<file path="config.mk">
export PLATFORM = sky130hd
export DESIGN_NAME = reaction_timer_fsm_flat
export DESIGN_NICKNAME = d
export VERILOG_FILES = /design/src/rtl/reaction_timer_fsm_if.sv /design/src/rtl/reaction_timer_fsm.sv /design/src/flat_wrapper.sv
export SDC_FILE = /design/constraint.sdc
export NUM_CORES = 1
export LEC_CHECK = 0
export CAP_MARGIN = 10
export CORE_MARGIN = 1.5
export CORE_UTILIZATION = 58
export CTS_BUF_LIST = sky130_fd_sc_hd__clkbuf_16
export DETAILED_ROUTE_END_ITERATION = 10
export GPL_TIMING_DRIVEN = 0
export MAX_ROUTING_LAYER = met4
export PLACE_DENSITY_LB_ADDON = 0.2
export SETUP_SLACK_MARGIN = 0.4
export SYNTH_ARGS = -nofsm -noshare
export SYNTH_HDL_FRONTEND = slang
export SYNTH_SLANG_ARGS = --single-unit
</file>
<file path="constraint.sdc">
create_clock -name clk -period 2.25 [get_ports clk]
set_clock_uncertainty 0.05 [all_clocks]
set_input_delay 0.3375 -clock clk [delete_from_list [all_inputs] [get_ports clk]]
set_output_delay 0.3375 -clock clk [all_outputs]
set_load 0.01 [all_outputs]
</file>
<file path="src/rtl/reaction_timer_fsm_if.sv">
// Player-facing signal bundle of the reaction timer: raw keys and 1 ms divider in,
// GO LED and millisecond result out.
interface reaction_timer_fsm_if;
  logic        clk_1ms;
  logic        start_n;
  logic        react_n;
  logic        go_led;
  logic [13:0] reaction_ms;
  logic        result_valid;
  logic        false_start;
  logic        busy;

  modport master (
    output clk_1ms, start_n, react_n,
    input  go_led, reaction_ms, result_valid, false_start, busy
  );

  modport slave (
    input  clk_1ms, start_n, react_n,
    output go_led, reaction_ms, result_valid, false_start, busy
  );
endinterface

</file>
<file path="src/rtl/reaction_timer_fsm.sv">
// Reaction-test controller: random pre-GO delay, GO LED, millisecond reaction count,
// false-start and timeout detection, all paced by the synchronised 1 ms divider toggle.
module reaction_timer_fsm #(
  parameter int MIN_DELAY_MS = 1000,
  parameter int RAND_BITS    = 11,
  parameter int MAX_COUNT    = 9999
) (
  input  logic                clk,
  input  logic                reset,
  reaction_timer_fsm_if.slave bus
);

  typedef enum logic [2:0] {
    ST_IDLE  = 3'd0,
    ST_ARMED = 3'd1,
    ST_GO    = 3'd2,
    ST_DONE  = 3'd3,
    ST_FALSE = 3'd4
  } state_t;

  localparam logic [13:0] MAX_CNT    = 14'(MAX_COUNT);
  localparam logic [13:0] MAX_CNT_M1 = 14'(MAX_COUNT - 1);
  localparam logic [15:0] MIN_DELAY  = 16'(MIN_DELAY_MS);
  localparam logic [15:0] LFSR_SEED  = 16'hACE1;

  // Feedback parity for taps 16,14,13,11.
  function automatic logic lfsr_fb(input logic [15:0] v);
    return v[15] ^ v[13] ^ v[12] ^ v[10];
  endfunction

  logic [1:0]  ms_sync_r;
  logic        ms_hist_r;
  logic        tick_r;
  logic [1:0]  start_sync_r;
  logic        start_hist_r;
  logic        start_ev_r;
  logic [1:0]  react_sync_r;
  logic        react_hist_r;
  logic        react_ev_r;

  logic [15:0] lfsr_r;
  state_t      state_r;
  logic [15:0] delay_r;
  logic [13:0] count_r;
  logic        go_led_r;
  logic        result_valid_r;
  logic        false_start_r;
  logic        busy_r;

  state_t      state_nxt_s;
  logic [15:0] delay_nxt_s;
  logic [13:0] count_nxt_s;
  logic [15:0] delay_load_s;

  assign delay_load_s = MIN_DELAY + 16'(lfsr_r[RAND_BITS-1:0]);

  // Input synchronisers with registered edge detectors (keys reset to released).
  always_ff @(posedge clk or posedge reset) begin
    if (reset) begin
      ms_sync_r    <= 2'b00;
      ms_hist_r    <= 1'b0;
      tick_r       <= 1'b0;
      start_sync_r <= 2'b11;
      start_hist_r <= 1'b1;
      start_ev_r   <= 1'b0;
      react_sync_r <= 2'b11;
      react_hist_r <= 1'b1;
      react_ev_r   <= 1'b0;
    end else begin
      ms_sync_r    <= {ms_sync_r[0], bus.clk_1ms};
      ms_hist_r    <= ms_sync_r[1];
      tick_r       <= ms_sync_r[1] ^ ms_hist_r;
      start_sync_r <= {start_sync_r[0], bus.start_n};
      start_hist_r <= start_sync_r[1];
      start_ev_r   <= start_hist_r & ~start_sync_r[1];
      react_sync_r <= {react_sync_r[0], bus.react_n};
      react_hist_r <= react_sync_r[1];
      react_ev_r   <= react_hist_r & ~react_sync_r[1];
    end
  end

  // Free-running LFSR; a nonzero seed keeps it out of the all-zero lock-up state.
  always_ff @(posedge clk or posedge reset) begin
    if (reset) begin
      lfsr_r <= LFSR_SEED;
    end else begin
      lfsr_r <= {lfsr_r[14:0], lfsr_fb(lfsr_r)};
    end
  end

  // Next-state logic; react_ev takes priority over a coincident tick.
  always_comb begin
    state_nxt_s = state_r;
    delay_nxt_s = delay_r;
    count_nxt_s = count_r;
    case (state_r)
      ST_IDLE, ST_DONE, ST_FALSE: begin
        if (start_ev_r) begin
          state_nxt_s = ST_ARMED;
          delay_nxt_s = delay_load_s;
          count_nxt_s = 14'd0;
        end else begin
          state_nxt_s = state_r;
        end
      end
      ST_ARMED: begin
        if (react_ev_r) begin
          state_nxt_s = ST_FALSE;
        end else if (tick_r) begin
          if (delay_r <= 16'd1) begin
            state_nxt_s = ST_GO;
            delay_nxt_s = 16'd0;
            count_nxt_s = 14'd0;
          end else begin
            delay_nxt_s = delay_r - 16'd1;
          end
        end else begin
          state_nxt_s = ST_ARMED;
        end
      end
      ST_GO: begin
        if (react_ev_r) begin
          state_nxt_s = ST_DONE;
        end else if (tick_r) begin
          if (count_r >= MAX_CNT_M1) begin
            state_nxt_s = ST_DONE;
            count_nxt_s = MAX_CNT;
          end else begin
            count_nxt_s = count_r + 14'd1;
          end
        end else begin
          state_nxt_s = ST_GO;
        end
      end
      default: begin
        state_nxt_s = ST_IDLE;
        delay_nxt_s = 16'd0;
        count_nxt_s = 14'd0;
      end
    endcase
  end

  // State, counters and state-decoded outputs registered together.
  always_ff @(posedge clk or posedge reset) begin
    if (reset) begin
      state_r        <= ST_IDLE;
      delay_r        <= 16'd0;
      count_r        <= 14'd0;
      go_led_r       <= 1'b0;
      result_valid_r <= 1'b0;
      false_start_r  <= 1'b0;
      busy_r         <= 1'b0;
    end else begin
      state_r        <= state_nxt_s;
      delay_r        <= delay_nxt_s;
      count_r        <= count_nxt_s;
      go_led_r       <= (state_nxt_s == ST_GO);
      result_valid_r <= (state_nxt_s == ST_DONE);
      false_start_r  <= (state_nxt_s == ST_FALSE);
      busy_r         <= (state_nxt_s == ST_ARMED) || (state_nxt_s == ST_GO);
    end
  end

  assign bus.go_led       = go_led_r;
  assign bus.reaction_ms  = count_r;
  assign bus.result_valid = result_valid_r;
  assign bus.false_start  = false_start_r;
  assign bus.busy         = busy_r;

endmodule

</file>
<file path="src/flat_wrapper.sv">
// flat-port wrapper written by rule: the top's interface ports become plain ports
module reaction_timer_fsm_flat 
#(
  parameter int MIN_DELAY_MS = 1000,
  parameter int RAND_BITS    = 11,
  parameter int MAX_COUNT    = 9999
)
  (clk, reset, bus_clk_1ms, bus_start_n, bus_react_n, bus_go_led, bus_reaction_ms, bus_result_valid, bus_false_start, bus_busy);
  reaction_timer_fsm_if bus_i ();
  input  logic clk;
  input  logic reset;
  input wire logic [$bits(bus_i.clk_1ms)-1:0] bus_clk_1ms;
  input wire logic [$bits(bus_i.start_n)-1:0] bus_start_n;
  input wire logic [$bits(bus_i.react_n)-1:0] bus_react_n;
  output wire logic [$bits(bus_i.go_led)-1:0] bus_go_led;
  output wire logic [$bits(bus_i.reaction_ms)-1:0] bus_reaction_ms;
  output wire logic [$bits(bus_i.result_valid)-1:0] bus_result_valid;
  output wire logic [$bits(bus_i.false_start)-1:0] bus_false_start;
  output wire logic [$bits(bus_i.busy)-1:0] bus_busy;
  assign bus_i.clk_1ms = bus_clk_1ms;
  assign bus_i.start_n = bus_start_n;
  assign bus_i.react_n = bus_react_n;
  assign bus_go_led = bus_i.go_led;
  assign bus_reaction_ms = bus_i.reaction_ms;
  assign bus_result_valid = bus_i.result_valid;
  assign bus_false_start = bus_i.false_start;
  assign bus_busy = bus_i.busy;
  reaction_timer_fsm #(.MIN_DELAY_MS(MIN_DELAY_MS), .RAND_BITS(RAND_BITS), .MAX_COUNT(MAX_COUNT)) u_core (.clk(clk), .reset(reset), .bus(bus_i));
endmodule
</file>
==> results.sh <==
export IMPL_outcome="finished, final reports clean"
export IMPL_wl_met1_um=3650
export IMPL_critPathLaunch="u_core.bus.reaction_ms[0]"
export IMPL_firstDrtPassIters=6
export IMPL_rows=26
export IMPL_die_h_um=76.8
export IMPL_cts_tree="built"
export IMPL_die_area_um2=5890
export IMPL_cp_end_kind="register"
export IMPL_r2r_start="u_core.bus.reaction_ms[0]"
export IMPL_multi_input_area_um2=1650
export IMPL_wl_met2_um=4570
export IMPL_antenna_cells=0
export IMPL_synth_edff_count=0
export IMPL_yosysSeqAreaShare_pct=52.1
export IMPL_max_freq_mhz=452
export IMPL_rrSetupSlack_ps=40
export IMPL_r2r_end="u_core.bus.reaction_ms[10]"
export IMPL_drive_above_1_share_pct=32.5
export IMPL_cts_root_buf="clkbuf_16"
export IMPL_ctsHtreeMaxLevel=3
export IMPL_worstPathMaxFanout=7
export IMPL_io_pins=23
export IMPL_ys_flop_type="dfrtp_1"
export IMPL_final_nets=374
export IMPL_max_cap_viol_count=0
export IMPL_finalWorstSetupSlack_ps=36.4
export IMPL_yosysWarnings=0
export IMPL_min_path_cells=0
export IMPL_grt_pass1_wl_um=13200
export IMPL_synthCells=300
export IMPL_p_leak_nw=1.87
export IMPL_crit_buf_inv=0
export IMPL_avgRoutedWirePerCell_um=22.1
export IMPL_drc=0
export IMPL_finalCritPeriodShare_pct=98.4
export IMPL_place_gp_congestion=0.830
export IMPL_grt_max_degree=37
export IMPL_numCtsBuffers=9
export IMPL_area_delta_synth_final_pct=38.0
export IMPL_cts_hold_buffers=0
export IMPL_cp_depth=6
export IMPL_finalSetupViolations=0
export IMPL_ir_drop_v=0.000719
export IMPL_critPathArrivalTime_ps=2410
export IMPL_core_area_um2=5170
export IMPL_synth_area_leaders="dfrtp_1, dfstp_2, nor2_1"
export IMPL_num_vias=3032
export IMPL_ys_ff_latch=65
export IMPL_wl_met3_um=857
export IMPL_port_buffers=22
export IMPL_start_util_pct=61.0
export IMPL_fp_dieW_um=76.8
export IMPL_cts_sinks=65
export IMPL_maxSlewViolCount=0
export IMPL_clock_latency_ps=340
export IMPL_avgViaCountPerCell=6.91
export IMPL_rsz0062_at_grt="true"
export IMPL_register_area_um2=1650
export IMPL_finalHoldViolCount=0
export IMPL_syn_cell_area_um2=3160
export IMPL_dp_hpwl_um=4330
export IMPL_ys_types=64
export IMPL_synthArstFlopShare_pct=100
export IMPL_fillers=237
export IMPL_clock_path_buffers=2
export IMPL_crit_path_max_incr_delay_ps=490
export IMPL_yosysTopAreaCellShare_pct=40.4
export IMPL_crit_required_ps=2450
export IMPL_synth_top_area_cell="dfrtp_1"
export IMPL_crit_path_top_delay_cell="or3_4"
export IMPL_drtIter0Drc=476
export IMPL_hold_path_class="reg -> reg"
export IMPL_setup_tns_final_ps=0
export IMPL_crit_path_start_kind="register"
export IMPL_crit_end="u_core.bus.reaction_ms[10]"
export IMPL_grt_pass1_vias=2768
export IMPL_final_min_clock_period_ps=2210
export IMPL_slew_headroom_pct=45.9
export IMPL_crit_family="simple AND/OR/NAND/NOR gates"
export IMPL_criticalPathCategory="reg -> reg"
export IMPL_routed_wl_um=9680
export IMPL_synth_nets=310
export IMPL_grt_overflow=0
export IMPL_synth_avg_cell_area_um2=10.5
export IMPL_final_core_utilization_pct=84.2
export IMPL_tightestPinTransition_ps=810
export IMPL_place_ws_ps=60.6
export IMPL_power_per_cell_area_nw_per_um2=806
export IMPL_antenna_found_initial=0
export IMPL_clk_pin_slew_ps=60
export IMPL_path_cells="ha_1, nand3_1, or3_4, nor3_1, o31ai_1, a21oi_1"
export IMPL_dr_max_layer_used="met4"
export IMPL_reg2reg_depth=6
export IMPL_grtUsageTotal_pct=29.5
export IMPL_ant_nets=0
-- metrics by stage --
stage	instances	power (mW)	area, µm²	hold slack, ps
detailed placement	393	1.71	3500	287
floorplan	300	1.60	3170	281
finish	439	3.51	4360	300
global placement	392	1.69	3480	284
global route	439	3.60	4360	302
CTS	428	3.31	4140	301
-- worst reg2reg max path: stages (launching register included) --
cell and delay, ps:
dfrtp_1 460, ha_1 280, nand3_1 220, or3_4 490, nor3_1 290, o31ai_1 140, a21oi_1 200
-- synthesized netlist by cell type, types with 2 or more instances --
master / instances
a21oi_1: 14
and4_1: 2
o31ai_1: 4
or3_1: 6
a31oi_1: 6
o41ai_1: 3
xor2_1: 6
o32a_1: 2
nor2b_1: 5
inv_1: 11
a211oi_1: 2
clkbuf_1: 6
o211ai_1: 3
a21o_1: 4
or3_4: 2
a211o_1: 2
ha_1: 5
and3_1: 6
nand3_1: 8
o21ai_0: 5
nor3_1: 11
o21a_1: 5
a221o_1: 7
a22oi_1: 5
nor3_2: 2
or2_2: 2
nor4_1: 4
o21ai_1: 13
nand4_1: 3
nand2b_1: 4
nor2_1: 22
buf_2: 4
or2_1: 2
dfrtp_1: 51
nand2_1: 16
xnor2_1: 5
o22ai_1: 2
dfstp_2: 14
-- cells by family after synthesis --
logic type	after synthesis	share of synthesized area, %
AOI/OAI and AO/OA	92	21.2
DFF	65	52.1
and+or+nand+nor	104	18.4
xor gates and xnor gates	11	3.05
adders and majority gates	5	1.98
buffers and inverters	22	2.89
muxes	1	0.357
-- cell type report --
cell class,instances,share of cell area (%)
Timing Repair Buffer,53,11.8
Clock buffer,9,5.17
Clock inverter,7,2.21
Tap cell,70,2.01
Inverter,11,1.03
Sequential cell,65,37.9
Buffer,11,1.98
Multi-Input combinational cell,213,37.9
-- cell usage in the layout (no fill, tap or decap), types with 4 or more instances in the layout --
cell / Yosys / layout
o21ai_1: 13 / 12
dfstp_2: 14 / 14
and3_1: 6 / 6
clkdlybuf4s50_1: 0 / 22
inv_1: 11 / 10
o21ai_0: 5 / 4
nor3_1: 11 / 8
a21o_1: 4 / 4
xnor2_1: 5 / 5
clkbuf_16: 0 / 9
or3_1: 6 / 5
a31oi_1: 6 / 6
dfrtp_1: 51 / 47
buf_6: 0 / 15
nor2b_1: 5 / 4
xor2_1: 6 / 6
a221o_1: 7 / 7
nand2_1: 16 / 15
ha_1: 5 / 4
nand3_1: 8 / 6
nor2_1: 22 / 20
a21oi_1: 14 / 11
o21a_1: 5 / 5
buf_4: 1 / 19
dfrtp_2: 0 / 4
-- layer usage --
metal	vias up	global-route usage (%)
li1	1260	-
met1	1451	38.1
met2	252	45.3
met3	69	6.67
met4	0	12.0
met5	-	-
-- sequential cells by signal (all words and copies together), names as in the netlist --
name	flops
u_core.state_r	3
u_core.lfsr_r	16
u_core.bus.false_start	1
u_core.react_ev_r	1
u_core.start_hist_r	1
u_core.bus.go_led	1
u_core.react_hist_r	1
u_core.react_sync_r	2
u_core.start_sync_r	2
u_core.tick_r	1
u_core.ms_hist_r	1
u_core.ms_sync_r	2
u_core.start_ev_r	1
u_core.bus.reaction_ms	14
u_core.delay_r	16
u_core.bus.busy	1
u_core.bus.result_valid	1
-- report_power, final --
part / internal (mW) / leakage (nW) / switching (mW)
Sequential: 1.24 / 0.824 / 0.0630
Clock: 0.969 / 0.153 / 0.540
Combinational: 0.312 / 0.897 / 0.389
Total: 2.52 / 1.87 / 0.993
-- worst min-delay path by stage --
stage,startpoint,end,slack [ps]
after global routing,u_core.lfsr_r[14],u_core.lfsr_r[15],300
after global placement,u_core.ms_sync_r[0],u_core.ms_sync_r[1],280
after floorplan,u_core.ms_sync_r[0],u_core.ms_sync_r[1],280
final,u_core.lfsr_r[14],u_core.lfsr_r[15],300
after detailed placement,u_core.lfsr_r[14],u_core.lfsr_r[15],290
after CTS,u_core.lfsr_r[14],u_core.lfsr_r[15],300
-- what timing repair did --
| action | in CTS | in global routing |
|---|---|---|
| buffers inserted | 19 | 11 |
| pin swaps | 24 | 20 |
| gates resized for setup | 43 | 28 |
| setup endpoints to repair | 32 | 34 |
Power figures use the tool's default switching activity.
